==> src/rtl/rpc_maint_pkg.sv <==
// Shared types for the maintenance-command timer bank.
package rpc_maint_pkg;

   // Default field widths of the per-channel configuration word.
   localparam int DEF_CNT_WIDTH = 32;
   localparam int DEF_CMD_WIDTH = 19;

   typedef struct packed {
      logic                     enable;
      logic [DEF_CNT_WIDTH-1:0] period;
      logic [DEF_CMD_WIDTH-1:0] cmd;
   } timer_cfg_t;

   typedef enum logic [1:0] {
      IDLE  = 2'd0,
      DELAY = 2'd1,
      RUN   = 2'd2
   } maint_state_e;

   // A channel only ticks when it is enabled and has a non-zero period.
   function automatic logic cfg_active(timer_cfg_t c);
      return c.enable && (c.period != '0);
   endfunction

endpackage

==> src/rtl/rpc_maint_timer_chan.sv <==
// One periodic maintenance channel: config register, period down-counter,
// postponed-command credit counter and sticky overflow flag.
module rpc_maint_timer_chan
   import rpc_maint_pkg::*;
#(
   parameter int CNT_WIDTH   = DEF_CNT_WIDTH,
   parameter int MAX_PENDING = 8,
   parameter int PEND_WIDTH  = $clog2(MAX_PENDING + 1)
) (
   input  logic                     clk,
   input  logic                     rst_n,
   input  logic                     run,
   input  logic                     run_entry,
   input  logic                     load,
   input  timer_cfg_t               cfg_in,
   input  logic                     handshake,
   input  logic                     overflow_clr,
   output logic [DEF_CMD_WIDTH-1:0] cmd,
   output logic [PEND_WIDTH-1:0]    pending,
   output logic                     avail,
   output logic                     overflow
);

   localparam logic [CNT_WIDTH-1:0]  CNT_ONE  = CNT_WIDTH'(1);
   localparam logic [PEND_WIDTH-1:0] PEND_ONE = PEND_WIDTH'(1);
   localparam logic [PEND_WIDTH-1:0] PEND_MAX = PEND_WIDTH'(MAX_PENDING);

   timer_cfg_t           cfg_q;
   logic [CNT_WIDTH-1:0] cnt_q;
   logic                 active;
   logic                 tick;
   logic                 clear_now;
   logic                 full;

   assign active    = cfg_active(cfg_q);
   assign tick      = run && active && (cnt_q == CNT_ONE);
   // Loading a stopped config drops all postponed credit immediately.
   assign clear_now = load && !cfg_active(cfg_in);
   assign full      = (pending == PEND_MAX);
   assign avail     = (pending != '0) && !clear_now;
   assign cmd       = cfg_q.cmd;

   // Config register, writable in any global state.
   always_ff @(posedge clk) begin
      if (!rst_n) begin
         cfg_q <= '0;
      end else if (load) begin
         cfg_q <= cfg_in;
      end
   end

   // Period counter: restarts on RUN entry or a load while running, else counts P..1.
   always_ff @(posedge clk) begin
      if (!rst_n) begin
         cnt_q <= '0;
      end else if (run_entry || (run && load)) begin
         cnt_q <= load ? cfg_in.period : cfg_q.period;
      end else if (tick) begin
         cnt_q <= cfg_q.period;
      end else if (run && active) begin
         cnt_q <= cnt_q - CNT_ONE;
      end
   end

   // Credit counter: tick adds, handshake removes, both together cancel.
   always_ff @(posedge clk) begin
      if (!rst_n) begin
         pending <= '0;
      end else if (clear_now) begin
         pending <= '0;
      end else if (tick) begin
         if (!full && !handshake) begin
            pending <= pending + PEND_ONE;
         end
      end else if (handshake && (pending != '0)) begin
         pending <= pending - PEND_ONE;
      end
   end

   // Sticky overflow: a tick lost at saturation; a same-cycle set beats the clear.
   always_ff @(posedge clk) begin
      if (!rst_n) begin
         overflow <= 1'b0;
      end else if (tick && full) begin
         overflow <= 1'b1;
      end else if (overflow_clr) begin
         overflow <= 1'b0;
      end
   end

endmodule

==> src/rtl/rpc_maint_timer_bank.sv <==
// Bank of periodic maintenance channels merged onto one valid/ready port.
// Handshake: a command transfers on a cycle where cmd_valid_o && cmd_ready_i;
// while cmd_valid_o is high and ready is low, cmd_o/cmd_id_o are held.
module rpc_maint_timer_bank
   import rpc_maint_pkg::*;
#(
   parameter int NUM_TIMERS  = 2,
   parameter int CNT_WIDTH   = DEF_CNT_WIDTH,
   parameter int CMD_WIDTH   = DEF_CMD_WIDTH,
   parameter int MAX_PENDING = 8,
   parameter int PEND_WIDTH  = $clog2(MAX_PENDING + 1),
   parameter int ID_WIDTH    = (NUM_TIMERS > 1) ? $clog2(NUM_TIMERS) : 1
) (
   input  logic                                  clk_i,
   input  logic                                  rst_ni,
   input  logic                                  init_completed_i,
   input  logic [CNT_WIDTH-1:0]                  start_delay_i,
   input  logic [NUM_TIMERS-1:0]                 cfg_load_i,
   input  timer_cfg_t [NUM_TIMERS-1:0]           cfg_i,
   output logic                                  cmd_valid_o,
   input  logic                                  cmd_ready_i,
   output logic [CMD_WIDTH-1:0]                  cmd_o,
   output logic [ID_WIDTH-1:0]                   cmd_id_o,
   output logic [NUM_TIMERS-1:0][PEND_WIDTH-1:0] pending_o,
   output logic [NUM_TIMERS-1:0]                 overflow_o,
   input  logic                                  overflow_clr_i
);

   localparam logic [CNT_WIDTH-1:0]  CNT_ONE  = CNT_WIDTH'(1);
   localparam logic [PEND_WIDTH-1:0] PEND_ONE = PEND_WIDTH'(1);
   localparam logic [ID_WIDTH-1:0]   ID_ONE   = ID_WIDTH'(1);
   localparam logic [ID_WIDTH-1:0]   ID_LAST  = ID_WIDTH'(NUM_TIMERS - 1);

   maint_state_e                          state_q;
   logic [CNT_WIDTH-1:0]                  delay_q;
   logic                                  go_run;
   logic                                  run;
   logic                                  hs;
   logic [NUM_TIMERS-1:0]                 hs_vec;
   logic [NUM_TIMERS-1:0]                 avail;
   logic [NUM_TIMERS-1:0]                 eligible;
   logic [NUM_TIMERS-1:0][CMD_WIDTH-1:0]  chan_cmd;
   logic [ID_WIDTH-1:0]                   rr_q;
   logic [ID_WIDTH-1:0]                   pick_id;
   logic                                  found;

   assign run = (state_q == RUN);
   assign hs  = cmd_valid_o && cmd_ready_i;

   // Leaving IDLE/DELAY this cycle; a delay of 0 or 1 goes straight to RUN.
   always_comb begin
      go_run = 1'b0;
      case (state_q)
         IDLE:    go_run = init_completed_i && (start_delay_i <= CNT_ONE);
         DELAY:   go_run = (delay_q == CNT_ONE);
         default: go_run = 1'b0;
      endcase
   end

   // Global FSM: IDLE -> DELAY -> RUN, RUN held until reset.
   always_ff @(posedge clk_i) begin
      if (!rst_ni) begin
         state_q <= IDLE;
         delay_q <= '0;
      end else begin
         case (state_q)
            IDLE: begin
               if (init_completed_i) begin
                  if (go_run) begin
                     state_q <= RUN;
                  end else begin
                     state_q <= DELAY;
                     delay_q <= start_delay_i - CNT_ONE;
                  end
               end
            end
            DELAY: begin
               if (go_run) begin
                  state_q <= RUN;
               end else begin
                  delay_q <= delay_q - CNT_ONE;
               end
            end
            RUN:     state_q <= RUN;
            default: state_q <= IDLE;
         endcase
      end
   end

   for (genvar k = 0; k < NUM_TIMERS; k++) begin : g_chan
      rpc_maint_timer_chan #(
         .CNT_WIDTH   (CNT_WIDTH),
         .MAX_PENDING (MAX_PENDING),
         .PEND_WIDTH  (PEND_WIDTH)
      ) u_chan (
         .clk          (clk_i),
         .rst_n        (rst_ni),
         .run          (run),
         .run_entry    (go_run),
         .load         (cfg_load_i[k]),
         .cfg_in       (cfg_i[k]),
         .handshake    (hs_vec[k]),
         .overflow_clr (overflow_clr_i),
         .cmd          (chan_cmd[k]),
         .pending      (pending_o[k]),
         .avail        (avail[k]),
         .overflow     (overflow_o[k])
      );
   end

   // Round-robin pick from the pointer; a channel spending its last credit is skipped.
   always_comb begin
      int idx;
      hs_vec   = '0;
      eligible = '0;
      found    = 1'b0;
      pick_id  = '0;
      idx      = 0;
      for (int k = 0; k < NUM_TIMERS; k++) begin
         hs_vec[k]   = hs && (cmd_id_o == ID_WIDTH'(k));
         eligible[k] = avail[k] && !(hs_vec[k] && (pending_o[k] == PEND_ONE));
      end
      for (int i = 0; i < NUM_TIMERS; i++) begin
         idx = int'(rr_q) + i;
         if (idx >= NUM_TIMERS) begin
            idx = idx - NUM_TIMERS;
         end
         if (!found && eligible[idx]) begin
            found   = 1'b1;
            pick_id = ID_WIDTH'(idx);
         end
      end
   end

   // Output register: reload when empty or on a handshake, otherwise hold.
   always_ff @(posedge clk_i) begin
      if (!rst_ni) begin
         cmd_valid_o <= 1'b0;
         cmd_o       <= '0;
         cmd_id_o    <= '0;
         rr_q        <= '0;
      end else if (!cmd_valid_o || hs) begin
         cmd_valid_o <= found;
         if (found) begin
            cmd_o    <= chan_cmd[pick_id];
            cmd_id_o <= pick_id;
            rr_q     <= (pick_id == ID_LAST) ? '0 : pick_id + ID_ONE;
         end
      end
   end

endmodule

==> config.mk <==
export PLATFORM = sky130hd
export DESIGN_NAME = rpc_maint_timer_bank
export DESIGN_NICKNAME = d
export VERILOG_FILES = /design/src/rtl/rpc_maint_pkg.sv /design/src/rtl/rpc_maint_timer_chan.sv /design/src/rtl/rpc_maint_timer_bank.sv
export SDC_FILE = /design/constraint.sdc
export NUM_CORES = 1
export LEC_CHECK = 0
export ABC_AREA = 1
export BUFFER_PORTS_ARGS = -buffer_cell sky130_fd_sc_hd__buf_2
export CAP_MARGIN = 20
export CORE_MARGIN = 5
export CORE_UTILIZATION = 60
export DETAILED_ROUTE_END_ITERATION = 10
export PLACE_DENSITY = 0.82
export SYNTH_ARGS = -nofsm -noshare
export SYNTH_HDL_FRONTEND = slang
export SYNTH_SLANG_ARGS = --single-unit
export TNS_END_PERCENT = 30
==> constraint.sdc <==
create_clock -name clk_i -period 2 [get_ports clk_i]
set_input_delay 0.2 -clock clk_i [delete_from_list [all_inputs] [get_ports clk_i]]
set_output_delay 0.2 -clock clk_i [all_outputs]
set_load 0.02 [all_outputs]
Word-level counts from Yosys, hierarchy flattened
Index checks and enable logic that the tools add are counted.
W data, S select, Z words.
- flip-flop bits (word level): 234
- output and inout bits: 31
- add/sub/neg operators: 12
- order comparisons: 6
- eq/ne operators: 15
- mux-type cells: 41
- bitwise gates (word level): 2
- reductions and logical operators: 65
- operator list (operator ; count):
    $mux W32 ; 13
    $reduce_bool A32 Y1 ; 4
    $sub A32 B1 Y32 const B ; 4
    $eq A32 B1 Y1 const B ; 3
    $lt A32 B3 Y1 const B ; 2
    $pmux W32 S2 ; 1
    $mux W19 ; 2
    $le A32 B1 Y1 const B ; 1
    $logic_and A1 B1 Y1 ; 29
    $mux W4 ; 6
    $mux W1 ; 14
    $logic_not A1 Y1 ; 12
    $ne A2 B2 Y1 const B ; 5
    $reduce_bool A2 Y1 ; 5
    $add A4 B1 Y4 const B ; 2
    $eq A4 B1 Y1 const B ; 2
    $eq A4 B4 Y1 const B ; 2
    $reduce_and A2 Y1 ; 4
    $reduce_bool A4 Y1 ; 2
    $sub A4 B1 Y4 const B ; 2
    $mux W2 ; 3
    $pmux W2 S3 ; 1
    $reduce_bool A3 Y1 ; 2
    $reduce_and A4 Y1 ; 1
    15 further kinds ; 19

Longest topological paths before layout
Gate-level depths: netlist of run 1.
- word-level depth: 16
- gate-level depth with buffers: 14
- mapped depth without buffers: 14

Cells and area by module
From an unflattened synthesis of run 1, not the netlist that was laid out.
- cells, all modules: 2501
- area, all modules: 15571.2 um2
- by module, submodules not included (module ; times used ; cells an instance ; area each (um2)):
    rpc_maint_timer_chan at g_chan[0].u_chan ; 1 ; 847 ; 5612.9
    rpc_maint_timer_chan at g_chan[1].u_chan ; 1 ; 829 ; 5361.4
    rpc_maint_timer_bank ; 1 ; 825 ; 4596.9

Worst setup path before layout of run 1
No wires, ideal clock.
- path type: flip-flop to flip-flop
- from: register g_chan[1].u_chan.pending[0]
- to: register cmd_o[0]
- setup time: 0.070 ns
- arrival time: 1.858 ns
- data required time: 1.930 ns
- slack: 0.072 ns
- stages on the path, launching flop included: 13
- path buffers: 1
- cell sequence: dfxtp_1 -> inv_1 -> ha_1 -> inv_1 -> nor3_1 -> nor2_1 -> inv_1 -> nor2_1 -> clkbuf_1 -> nand3_1 -> nand2_1 -> nand2_1 -> a21oi_1
- longest elaborated chain between the ends: 13
- RTL lines (what ; RTL line ; RTL):
    from (decl) ; rpc_maint_timer_chan.sv:19 ; output logic [PEND_WIDTH-1:0] pending,
    from (signal assigned) ; rpc_maint_timer_chan.sv:73 ; pending <= pending + PEND_ONE;
    from (signal assigned) ; rpc_maint_timer_chan.sv:76 ; pending <= pending - PEND_ONE;
    $eq A4 B1 Y1 ; rpc_maint_timer_bank.sv:121 ; eligible[k] = avail[k] && !(hs_vec[k] && (pending_o[k] == PEND_ONE));
    $logic_and A1 B1 Y1 ; rpc_maint_timer_bank.sv:121 ;
    $logic_not A1 Y1 ; rpc_maint_timer_bank.sv:121 ;
    $logic_and A1 B1 Y1 (*) ; rpc_maint_timer_bank.sv:121 ;
    $mux W1 (implied by the code) (3 in a row) ; rpc_maint_timer_bank.sv:128 ; if (!found && eligible[idx]) begin
    $mux W1 ; rpc_maint_timer_bank.sv:128 ;
    $logic_not A1 Y1 ; rpc_maint_timer_bank.sv:128 ;
    $logic_and A1 B1 Y1 ; rpc_maint_timer_bank.sv:128 ;
    $mux W1 ; rpc_maint_timer_bank.sv:128 ;
    $mux W19 (implied by the code) (2 in a row) ; rpc_maint_timer_bank.sv:145 ; cmd_o <= chan_cmd[pick_id];
    to (signal assigned) ; rpc_maint_timer_bank.sv:145 ;
    to (decl) ; rpc_maint_timer_bank.sv:22 ; output logic [CMD_WIDTH-1:0] cmd_o,
Every way passes the cells marked *; elsewhere a longest branch is shown, timed or not. The select of a mux whose other input is x is not followed.
A chain may end at the register's enable or synchronous reset.

Worst setup path in the final report of run 1
- from: register state_q[1]
- to: register g_chan[0].u_chan.cnt_q[9]
- longest elaborated chain between the ends: 5
- RTL lines (what ; RTL line ; RTL):
    from (decl) ; rpc_maint_timer_bank.sv:34 ; maint_state_e state_q;
    from (signal assigned) ; rpc_maint_timer_bank.sv:63 ; state_q <= IDLE;
    from (signal assigned) ; rpc_maint_timer_bank.sv:70 ; state_q <= RUN;
    from (signal assigned) ; rpc_maint_timer_bank.sv:72 ; state_q <= DELAY;
    parallel branches: the longest is 5 deep, another holds $reduce_bool A3 Y1 ; n/a ;
    to (signal assigned) ; rpc_maint_timer_chan.sv:57 ; cnt_q <= load ? cfg_in.period : cfg_q.period;
    to (signal assigned) ; rpc_maint_timer_chan.sv:59 ; cnt_q <= cfg_q.period;
    to (signal assigned) ; rpc_maint_timer_chan.sv:61 ; cnt_q <= cnt_q - CNT_ONE;
    to (decl) ; rpc_maint_timer_chan.sv:29 ; logic [CNT_WIDTH-1:0] cnt_q;
Several ways; the timed one is not identified.

==> results of run 1 <==
-- sequential cells by signal, indices dropped and copies added (netlist names) --
register / cells
g_chan.u_chan.cfg_q: 66
g_chan.u_chan.cnt_q: 64
g_chan.u_chan.cmd: 38
delay_q: 32
cmd_o: 19
g_chan.u_chan.pending: 8
g_chan.u_chan.overflow: 2
state_q: 2
cmd_id_o: 1
cmd_valid_o: 1
rr_q: 1
-- cell type report --
cell class | instances | share of cell area
flip-flops and latches | 234 | 0.2359
repair buffers | 440 | 0.1688
multi-input cells | 1949 | 0.4730
clock buffers | 37 | 0.03831
diodes | 2 | 0.0002512
clock inverters | 10 | 0.005464
inverters | 303 | 0.05760
well taps | 330 | 0.02073
-- worst max-delay path: stages (launching register included) --
cell	delay (ps)
dfxtp_2	340
buf_4	140
ha_1	220
buf_4	150
nand2_1	130
nand3_4	150
nor2_4	270
clkbuf_16	240
nand2_4	50
nand2_2	70
inv_2	30
a21oi_2	110
-- layer usage --
| layer | global-route usage | vias up |
|---|---|---|
| li1 | - | 8758 |
| met1 | 0.4155 | 8112 |
| met2 | 0.5722 | 827 |
| met3 | 0.05110 | 188 |
| met4 | 0.1495 | 0 |
| met5 | 0 | - |
-- kinds of logic (layout without fill, tap and decap cells) --
logic type / Yosys count / in the layout / synth area share
adder cells (fa/ha/maj): 18 / 18 / 0.01469
XOR/XNOR: 89 / 89 / 0.05084
buffers and inverters: 403 / 790 / 0.1056
other: 0 / 2 / 0
flip-flops: 234 / 234 / 0.3055
AND/OR/NAND/NOR: 1561 / 1562 / 0.4296
AO/OA/AOI/OAI: 280 / 280 / 0.09377
-- placed cells by master, fill, tap and decap left out, types with 3 or more instances in the layout --
| cell type | count |
|---|---|
| buf_8 | 3 |
| nor2_2 | 41 |
| buf_2 | 173 |
| ha_1 | 13 |
| clkinv_2 | 5 |
| a21oi_2 | 19 |
| or2_2 | 56 |
| nand3_2 | 4 |
| inv_4 | 4 |
| nor2_1 | 506 |
| nand3_4 | 4 |
| a21oi_1 | 94 |
| clkbuf_8 | 5 |
| nand4_1 | 38 |
| nor3_1 | 21 |
| clkbuf_1 | 5 |
| buf_4 | 191 |
| nand2_2 | 17 |
| dfxtp_1 | 225 |
| nand2_1 | 669 |
| o21ai_1 | 7 |
| dlygate4sd3_1 | 40 |
| nor4_1 | 5 |
| o21bai_1 | 4 |
| o21ai_0 | 150 |
| xnor2_1 | 41 |
| buf_6 | 9 |
| nor2_4 | 25 |
| clkbuf_16 | 34 |
| inv_1 | 279 |
| ha_2 | 4 |
| dfxtp_2 | 8 |
| nand3_1 | 149 |
| inv_2 | 20 |
| nor3_2 | 4 |
| xor2_1 | 48 |
| buf_12 | 17 |
| nand3b_1 | 8 |
| nand2_4 | 9 |
-- how the worst max path moves through the flow --
stage                                            end  cells past startpoint
after global placement    g_chan[1].u_chan.cnt_q[18]                     11
final                      g_chan[0].u_chan.cnt_q[9]                     11
after detailed placement  g_chan[1].u_chan.cnt_q[24]                     13
after global routing      g_chan[1].u_chan.cnt_q[21]                     12
after floorplan                             cmd_o[0]                     12
after CTS                  g_chan[0].u_chan.cnt_q[0]                     15
-- through the flow --
step	total power, mW	instances	hold WS (ps)	setup WS (ps)	util
after floorplan	14.05	2585	334.9	71.83	-
after global placement	17.68	3193	423.5	-435.2	0.7077
after detailed placement	17.91	3194	427.7	-469.3	0.7083
after CTS	23.00	3284	3.848	-28.93	0.7622
after global routing	25.78	3304	33.10	-114.3	0.7910
final	24.11	3305	8.471	2.040	0.7911
-- power by group through the flow --
stage / Combinational [mW] / Clock, mW / Sequential (mW)
3_5_place_dp: 12.0 / 0 / 5.93
6_report: 13.3 / 4.93 / 5.92
3_3_place_gp: 11.8 / 0 / 5.90
2_1_floorplan: 8.15 / 0 / 5.90
5_1_grt: 14.6 / 5.16 / 6.00
4_1_cts: 12.2 / 4.93 / 5.83
-- what timing repair did --
item                       4_1_cts  5_1_grt
hold endpoints to repair        40        0
hold buffers                    40        0
gates cloned                     1        9
buffers inserted                 2       10
pin swaps                        5       40
setup endpoints to repair       52      121
gates resized for setup         16      139
==> key figures, run 1 <==
Routing
  • DR iter-0 viols: 1830
  • Highest metal used: met4
  • Routed vias: 17890
  • Routed Antenna Nets: 0
  • Routed WL: 51800 µm
  • Detail Route met2 WL: 24530 µm
  • Routed length per instance: ~16 µm
  • Met1 wire length: 20440 µm
  • TritonRoute pass-1 iters: 8
  • Drt via density: around 5.4
  • Post-route DRC: 0
  • Met3 wire length: 4448 µm

Pwr
  • Gate power share: 0.550
  • Pwr Density: 1210 mW/mm²
  • Cell Int Power: 13.66 mW
  • Sequential share of power: 0.246
  • Switching power total: about 10 mW
  • VDD IR max: 0.9894 mV
  • Proportion of power drawn by the clock network: 0.204
  • Leakage power: 9.819 nW
  • Sw frac: 0.4335

STA
  • Final period utilization: 0.9990
  • Crit path time final: 1998 ps
  • Final Slew Violations: 0
  • Worst-Margin Slew: 526.9 ps
  • Fin Clk Skew: 28.09 ps
  • Max Clk Rate: 500.5 MHz
  • RSZ-0062 raised after global routing: true
  • Max_slew headroom: 0.6487
  • Sum of negative setup slack: 0 ps
  • Final hold violations: 0
  • # setup viols final: 0

Clocking
  • Max Root-Sink Buffers: 3
  • TritonCTS Sinks: 234
  • Latest clock arrival within the worst-skew pair: 550 ps
  • Total CTS buffers: 26
  • CTS tree: done
  • Clk slew on worst S/H paths: 60 ps
  • CTS root buf: clkbuf_16
  • CTS H-tree lvls: 1

GRT
  • Global Route Usage Sum: 0.3339
  • First-pass GRT wire length: 81080 µm
  • Vias in the first global route: 17390
  • Largest net degree at the start of global routing: 72
  • Initial antenna violation count: 1
  • GRT overflow: 0

Placed design
  • DP Wirelength: 35450 µm
  • Placed Instance Area: 0.01784 mm²
  • Buffers on Ports: 173
  • Routability cong.: 1.016

Logic synthesis
  • Main area contributors after synthesis: dfxtp_1, nand2_1, nor2_1, inv_1, nand3_1
  • Cell Area, Synth: 0.01533 mm²
  • Mean Syn Cell Area: 5.931 µm²
  • Async SR Flop Fraction: 0
  • Post-synth top cells: nand2_1, nor2_1, inv_1, dfxtp_1
  • Cells after Synth: 2585
  • Netlist cell types: 41
  • Top FF cell, synth: dfxtp_1
  • Sequential cell area fraction in the yosys report: 0.3055
  • Syn Nets: 2746
  • Post-synth EDFFs: 0
  • Yosys top cell by area: dfxtp_1
  • Post-synth top area share: 0.3055
  • Yosys warns: 0
  • Synthesis-stage register bit count: 234
  • Count leader, synth: nand2_1

Layout
  • Register area: 0.004698 mm²
  • Layout Area Growth over Synthesis: 29.93%
  • Layout cells sized above 1: 0.2230
  • Nets: 3115
  • Fin area: 0.01992 mm²
  • Multi-input gate area: 0.009423 mm²
  • Fill cell count: 1934

Setup path
  • R2r endpoint: g_chan[0].u_chan.cnt_q[9]
  • Worst R2R Setup Slack: 2 ps
  • FF-to-FF Start: state_q[1]
  • WP data arrival: 2470 ps
  • Crit end category: flop
  • Register-to-Register Path Depth: 11
  • Worst Setup SP: state_q[1]
  • Required time of the critical path: 2470 ps
  • Crit Path Class: reg -> reg
  • Crit path max fanout: 8
  • Startpoint types: flop

Hold path
  • Hold path depth: 3
  • Hold path start: cfg_i[51]
  • WHS Endpoint: g_chan[0].u_chan.cfg_q[51]
  • HP Class: in -> reg

Job
  • Max_cap viols: 0

Floorplanning
  • Die X: ~170 µm
  • Die ar.: 0.02885 mm²
  • Die Height: 169.9 µm
  • I/O pin cnt: around 170
  • Starting density of the core: 0.6089
  • Row cnt: 58
  • Core ar.: ~0.025 mm²

Status
  • Status: finished, final reports clean
No activity file was read; power rests on OpenSTA's default activity.
==> inputs of run 2 (changes only) <==
--- a/config.mk
+++ b/config.mk
@@ -12,6 +12,8 @@
 export CORE_UTILIZATION = 60
 export DETAILED_ROUTE_END_ITERATION = 10
 export PLACE_DENSITY = 0.82
+export SETUP_SLACK_MARGIN = 0.05
+export SLEW_MARGIN = 20
 export SYNTH_ARGS = -nofsm -noshare
 export SYNTH_HDL_FRONTEND = slang
 export SYNTH_SLANG_ARGS = --single-unit
==> key figures, run 2 (synthesis gave the netlist of run 1 again) <==
Setup path
  • Crit path max fanout: 12 (was 8)
  • Worst R2R Setup Slack: -10 ps (was 2 ps)
  • Crit Path Class: reg -> reg (unchanged)
  • Required time of the critical path: 2410 ps (was 2470 ps)
  • Startpoint types: flop (unchanged)
  • WP data arrival: 2430 ps (was 2470 ps)
  • Crit end category: flop (unchanged)

Layout
  • Fin area: 0.02028 mm² (was 0.01992 mm²)
  • Max reg flops: 66 (unchanged)
  • Multi-input gate area: 0.009597 mm² (was 0.009423 mm²)
  • Layout Area Growth over Synthesis: 32.30% (was 29.93%)
  • Largest reg by FF count: g_chan.u_chan.cfg_q (unchanged)
  • Most frequent cells in the layout: nand2_1, nor2_1, inv_1 (unchanged)
  • Non-filler instance count after layout: 3319 (was 3305)
  • Nets: 3132 (was 3115)
  • Register area: 0.004711 mm² (was 0.004698 mm²)
  • Fill cell count: 1796 (was 1934)
  • Commonest non-fill, non-tap cell in the layout: nand2_1 (unchanged)
  • Layout cells sized above 1: 0.2436 (was 0.2230)

Placed design
  • Buffers on Ports: 173 (unchanged)
  • Routability cong.: 1.016 (unchanged)
  • Placed Instance Area: 0.01783 mm² (was 0.01784 mm²)
  • Post-placement cell count: 3193 (was 3194)
  • DP Wirelength: 35450 µm (about the same)

Routing
  • Post-route DRC: 0 (unchanged)
  • Routed vias: 18460 (was 17890)
  • TritonRoute pass-1 iters: 5 (was 8)
  • Drt via density: 5.561 (was 5.411)
  • Routed WL: 54360 µm (was 51800 µm)
  • DR iter-0 viols: 1980 (was 1830)
  • Routed Antenna Nets: 0 (unchanged)
  • Routed length per instance: 16.38 µm (was 15.67 µm)

Status
  • Status: complete, but fails checks (was finished, final reports clean)
  • Failing checks: setup timing

STA
  • # setup viols final: 4 (was 0)
  • Final Worst Setup Slack: -12.18 ps (was 2.040 ps)
  • Final Slew Violations: 0 (unchanged)
  • Hold Worst Slack: 3.373 ps (was 8.471 ps)
  • Max_slew headroom: 0.6492 (was 0.6487)
  • Final hold violations: 0 (unchanged)
  • Worst-Margin Slew: 526.2 ps (was 526.9 ps)
  • Crit path time final: 2012 ps (was 1998 ps)
  • Fin Clk Skew: 18.15 ps (was 28.09 ps)
  • Final period utilization: 1.006 (was 0.9990)
  • RSZ-0062 raised after global routing: true (unchanged)
  • Max Clk Rate: 497.0 MHz (was 500.5 MHz)

Clocking
  • Max Root-Sink Buffers: 3 (unchanged)
  • CTS tree: done (unchanged)
  • TritonCTS Sinks: 234 (unchanged)
  • CTS H-tree lvls: 1 (unchanged)
  • CTS root buf: clkbuf_16 (unchanged)
  • Latest clock arrival within the worst-skew pair: 550 ps (about the same)
  • Total CTS buffers: 25 (was 26)
  • Clk slew on worst S/H paths: 70 ps (was 60 ps)

Floorplanning
  • Die ar.: 0.02885 mm² (unchanged)
  • I/O pin cnt: 174 (unchanged)
  • Core ar.: 0.02518 mm² (unchanged)
  • Die Height: 169.9 µm (unchanged)
  • Die X: 169.9 µm (unchanged)
  • Row cnt: 58 (unchanged)
  • Starting density of the core: 0.6089 (unchanged)

GRT
  • Global Route Usage Sum: 0.3427 (was 0.3339)
  • First-pass GRT wire length: 82830 µm (was 81080 µm)
  • Largest net degree at the start of global routing: 72 (unchanged)
  • Vias in the first global route: 17640 (was 17390)
  • Initial antenna violation count: 1 (unchanged)
  • GRT overflow: 0 (unchanged)

Pwr
  • VDD IR max: 1.009 mV (was 0.9894 mV)
  • Pwr Density: 1215 mW/mm² (was 1210 mW/mm²)
  • Leakage power: 9.962 nW (was 9.819 nW)

Hold path
  • HP Class: in -> reg (unchanged)

Job
  • Max_cap viols: 0 (unchanged)
## run 2: final cells by class
| type | instances | area share |
|---|---|---|
| multi-input combinational | 1950 | 0.4731 |
| sequential | 234 | 0.2322 |
| timing repair buffer | 457 | 0.1773 |
| inverter | 303 | 0.05669 |
| clock buffer | 36 | 0.03534 |
| tap | 330 | 0.02036 |
| clock inverter | 8 | 0.004811 |
| antenna | 1 | 0.0001234 |
## run 2: report_power, final
| group | total [mW] | switching [mW] | internal (mW) |
|---|---|---|---|
| Combinational | 14.0 | 8.26 | 5.70 |
| Clock | 4.75 | 2.01 | 2.74 |
| Sequential | 5.94 | 0.603 | 5.34 |
| Total | 24.6 | 10.9 | 13.8 |
## run 2: metal layers
metal  track usage  vias up  part of all wire
li1              -     8789                 -
met1        0.4156     8488              0.38
met2        0.5926      954              0.47
met3       0.05854      227             0.090
met4        0.1596        0             0.053
met5             0        -                 0
## run 2: worst paths after layout
path                                                  from                          to  cells after the start
worst max register to register  g_chan[1].u_chan.cfg_q[43]   g_chan[1].u_chan.cnt_q[9]                     14
worst max-delay path            g_chan[1].u_chan.cfg_q[43]   g_chan[1].u_chan.cnt_q[9]                     14
worst min register to register                        rr_q                        rr_q                      2
worst min-delay path                             cfg_i[51]  g_chan[0].u_chan.cfg_q[51]                      3
## run 2: stage by stage
step	worst slack (ps)	total power [mW]	util	setup TNS [ps]
floorplan	71.83	14.05	-	0
global placement	-435.2	17.68	0.7077	-12730
detailed placement	-464.3	17.91	0.7079	-12910
CTS	20.87	22.87	0.7641	0
global route	-107.7	26.23	0.8055	-2944
finish	-12.18	24.65	0.8055	-41.82
## run 2: repair_timing
| action | 4_1_cts | 5_1_grt |
|---|---|---|
| hold buffers | 39 | 0 |
| cloned | 2 | 13 |
| gates resized for setup | 29 | 212 |
| setup buffers | 9 | 19 |
| pin swaps | 9 | 60 |
| setup endpoints to repair | 84 | 124 |
| hold endpoints to repair | 39 | 0 |
## run 2: worst max-delay path, cell delays in order (launching register included)
cell and delay [ps]:
dfxtp_1 310, inv_1 80, nand4_1 190, nor2_2 200
nand2_2 110, nor2_4 150, nor2_4 70, buf_12 160
nand2_4 100, buf_6 140, nand2_1 50, o21ai_1 90
nor2_1 70, nor2_1 100, nor2_1 50
==> inputs of run 3 (changes only) <==
--- a/config.mk
+++ b/config.mk
@@ -17,4 +17,4 @@
 export SYNTH_ARGS = -nofsm -noshare
 export SYNTH_HDL_FRONTEND = slang
 export SYNTH_SLANG_ARGS = --single-unit
-export TNS_END_PERCENT = 30
+export TNS_END_PERCENT = 20
==> key figures, run 3 (synthesis gave the netlist of run 1 again) <==
Status
  • Status: complete, but fails checks (unchanged)
  • Failing checks: hold timing, setup timing (was setup timing)

Hold path
  • HP Class: in -> reg (unchanged)

Setup path
  • Critical path's slowest cell: dfxtp_1 (unchanged)
  • Crit end category: flop (unchanged)
  • R2r endpoint: g_chan[1].u_chan.cnt_q[29] (was g_chan[1].u_chan.cnt_q[9])
  • Required time of the critical path: 2420 ps (was 2410 ps)
  • Top cell family by delay on the critical path: simple AND/OR/NAND/NOR gates (unchanged)
  • Crit path to: g_chan[1].u_chan.cnt_q[29] (was g_chan[1].u_chan.cnt_q[9])
  • Worst R2R Setup Slack: -90 ps (was -10 ps)
  • Cell chain of the critical path: inv_1, nand4_1, nor2_1, nand2_1, nor2_4, nor2_4, buf_12, nand2_4, inv_4, nor2_1, nor2_4, nor2_2, nor2_1 (was inv_1, nand4_1, nor2_2, nand2_2, nor2_4, nor2_4, buf_12, nand2_4, buf_6, nand2_1, o21ai_1, nor2_1, nor2_1, nor2_1)
  • CP Buf/Inv Count: 3 (unchanged)
  • Register-to-Register Path Depth: 13 (was 14)
  • Worst Setup SP: g_chan[1].u_chan.cfg_q[47] (was g_chan[1].u_chan.cfg_q[43])
  • FF-to-FF Start: g_chan[1].u_chan.cfg_q[47] (was g_chan[1].u_chan.cfg_q[43])
  • WP data arrival: 2520 ps (was 2430 ps)
  • Crit Path Class: reg -> reg (unchanged)
  • Crit path largest cell delay: 320 ps (was 310 ps)
  • Crit path max fanout: 14 (was 12)
  • Critical path depth: 13 (was 14)
  • Startpoint types: flop (unchanged)

Layout
  • Layout cells sized above 1: 0.2307 (was 0.2436)
  • Commonest non-fill, non-tap cell in the layout: nand2_1 (unchanged)
  • Layout Area Growth over Synthesis: 29.82% (was 32.30%)
  • Register area: 0.004701 mm² (was 0.004711 mm²)
  • Most frequent cells in the layout: nand2_1, nor2_1, inv_1 (unchanged)
  • Multi-input gate area: 0.009488 mm² (was 0.009597 mm²)
  • Largest reg by FF count: g_chan.u_chan.cfg_q (unchanged)
  • Max reg flops: 66 (unchanged)
  • Fin area: 0.01990 mm² (was 0.02028 mm²)
  • Nets: 3118 (was 3132)
  • Fin util: 0.7904 (was 0.8055)
  • Fill cell count: 1920 (was 1796)

Clocking
  • CTS tree: done (unchanged)
  • Max Root-Sink Buffers: 3 (unchanged)
  • TritonCTS Sinks: 234 (unchanged)
  • CTS root buf: clkbuf_16 (unchanged)
  • Total CTS buffers: 25 (unchanged)
  • Clk slew on worst S/H paths: 70 ps (about the same)
  • Latest clock arrival within the worst-skew pair: 550 ps (about the same)
  • CTS H-tree lvls: 1 (unchanged)

STA
  • Fin Clk Skew: 17.05 ps (was 18.15 ps)
  • Final Worst Setup Slack: -92.55 ps (was -12.18 ps)
  • Final hold violations: 1 (was 0)
  • Max_slew headroom: 0.6544 (was 0.6492)
  • Final period utilization: 1.046 (was 1.006)
  • Hold Worst Slack: -14.55 ps (was 3.373 ps)
  • # setup viols final: 5 (was 4)
  • Max Clk Rate: 477.9 MHz (was 497.0 MHz)
  • Worst-Margin Slew: 518.4 ps (was 526.2 ps)
  • Crit path time final: 2093 ps (was 2012 ps)
  • Final Slew Violations: 0 (unchanged)
  • RSZ-0062 raised after global routing: true (unchanged)
  • Sum of negative setup slack: -145.0 ps (was -41.82 ps)

Job
  • Max_cap viols: 0 (unchanged)

GRT
  • First-pass GRT wire length: 82660 µm (was 82830 µm)
  • Global Route Usage Sum: 0.3417 (was 0.3427)
  • GR Layer Usage met2: 0.5898 (was 0.5926)
  • Initial antenna violation count: 1 (unchanged)
  • Largest net degree at the start of global routing: 72 (unchanged)
  • Vias in the first global route: 17700 (was 17640)
  • Met1 usage: 0.4187 (was 0.4156)
  • Most Used Layer, Global Route: met2 (unchanged)
  • Met3 Use GR: 0.05180 (was 0.05854)
  • GRT overflow: 0 (unchanged)

Placed design
  • DP Wirelength: 35450 µm (unchanged)
  • Buffers on Ports: 173 (unchanged)
  • Placed Instance Area: 0.01783 mm² (unchanged)
  • Routability cong.: 1.016 (unchanged)

Floorplanning
  • Core ar.: 0.02518 mm² (unchanged)
  • Die Height: 169.9 µm (unchanged)
  • I/O pin cnt: 174 (unchanged)
  • Die ar.: 0.02885 mm² (unchanged)
  • Die X: 169.9 µm (unchanged)
  • Starting density of the core: 0.6089 (unchanged)
  • Row cnt: 58 (unchanged)

Routing
  • Routed vias: 18190 (was 18460)
  • Drt via density: 5.503 (was 5.561)
  • TritonRoute pass-1 iters: 6 (was 5)
  • DR iter-0 viols: 1707 (was 1980)
  • Routed Antenna Nets: 0 (unchanged)
  • Routed WL: 52480 µm (was 54360 µm)
  • Post-route DRC: 0 (unchanged)
  • Routed length per instance: 15.88 µm (was 16.38 µm)

Pwr
  • VDD IR max: 0.9629 mV (was 1.009 mV)
  • Leakage power: 9.785 nW (was 9.962 nW)
  • Pwr Density: 1205 mW/mm² (was 1215 mW/mm²)
## run 3: cell count changes in the layout (fill, tap and decap cells not counted), sizes merged
cell    previous run  this run
buf              407       400
clkbuf            47        40
## run 3: worst min-delay path, delay by kind of cell
kind	cells	cell delay, ps
and+or+nand+nor	2	210
buffers and inverters	1	80
## run 3: how the worst min path moves through the flow
stage               from                          to  slack (ps)  cells past startpoint
2_1_floorplan   cfg_i[0]     g_chan[0].u_chan.cmd[0]         330                      2
3_3_place_gp   cfg_i[11]    g_chan[0].u_chan.cmd[11]         420                      3
3_5_place_dp    cfg_i[5]     g_chan[0].u_chan.cmd[5]         430                      3
4_1_cts        cfg_i[51]  g_chan[0].u_chan.cfg_q[51]           5                      3
5_1_grt        cfg_i[51]  g_chan[0].u_chan.cfg_q[51]          30                      3
6_report       cfg_i[51]  g_chan[0].u_chan.cfg_q[51]         -10                      3
## run 3: through the flow
step           setup slack, ps  power (mW)  std cells
2_1_floorplan            71.83       14.05       2585
3_3_place_gp            -435.2       17.68       3193
3_5_place_dp            -464.3       17.91       3193
4_1_cts                  20.87       22.87       3286
5_1_grt                 -145.1       25.63       3305
6_report                -92.55       23.99       3305
## run 3: layout make-up
type,instances,area share
tap,330,0.02074
multi-input combinational,1950,0.4767
clock buffer,36,0.03602
clock inverter,8,0.004903
timing repair buffer,443,0.1677
sequential,234,0.2362
inverter,303,0.05764
antenna,1,0.0001257
## run 3: routing by layer
metal,part of all wire,vias to the layer above,routed length (µm)
met2,0.47,921,24920
met3,0.086,214,4504
met1,0.39,8293,20530
met4,0.048,0,2525
met5,0,-,0
li1,-,8759,-
## run 3: power breakdown
part | switching [mW] | internal [mW] | total (mW) | leakage [nW]
Sequential | 0.582 | 5.33 | 5.91 | 1.93
Clock | 2.01 | 2.74 | 4.75 | 0.404
Combinational | 7.90 | 5.42 | 13.3 | 7.45
## run 3: timing repair
action	4_1_cts	5_1_grt
hold buffers	39	0
resized for setup	26	161
pin swaps	7	58
gates cloned	2	6
buffers inserted	8	12
endpoints found under the hold margin	39	0
endpoints found under the setup margin	84	125
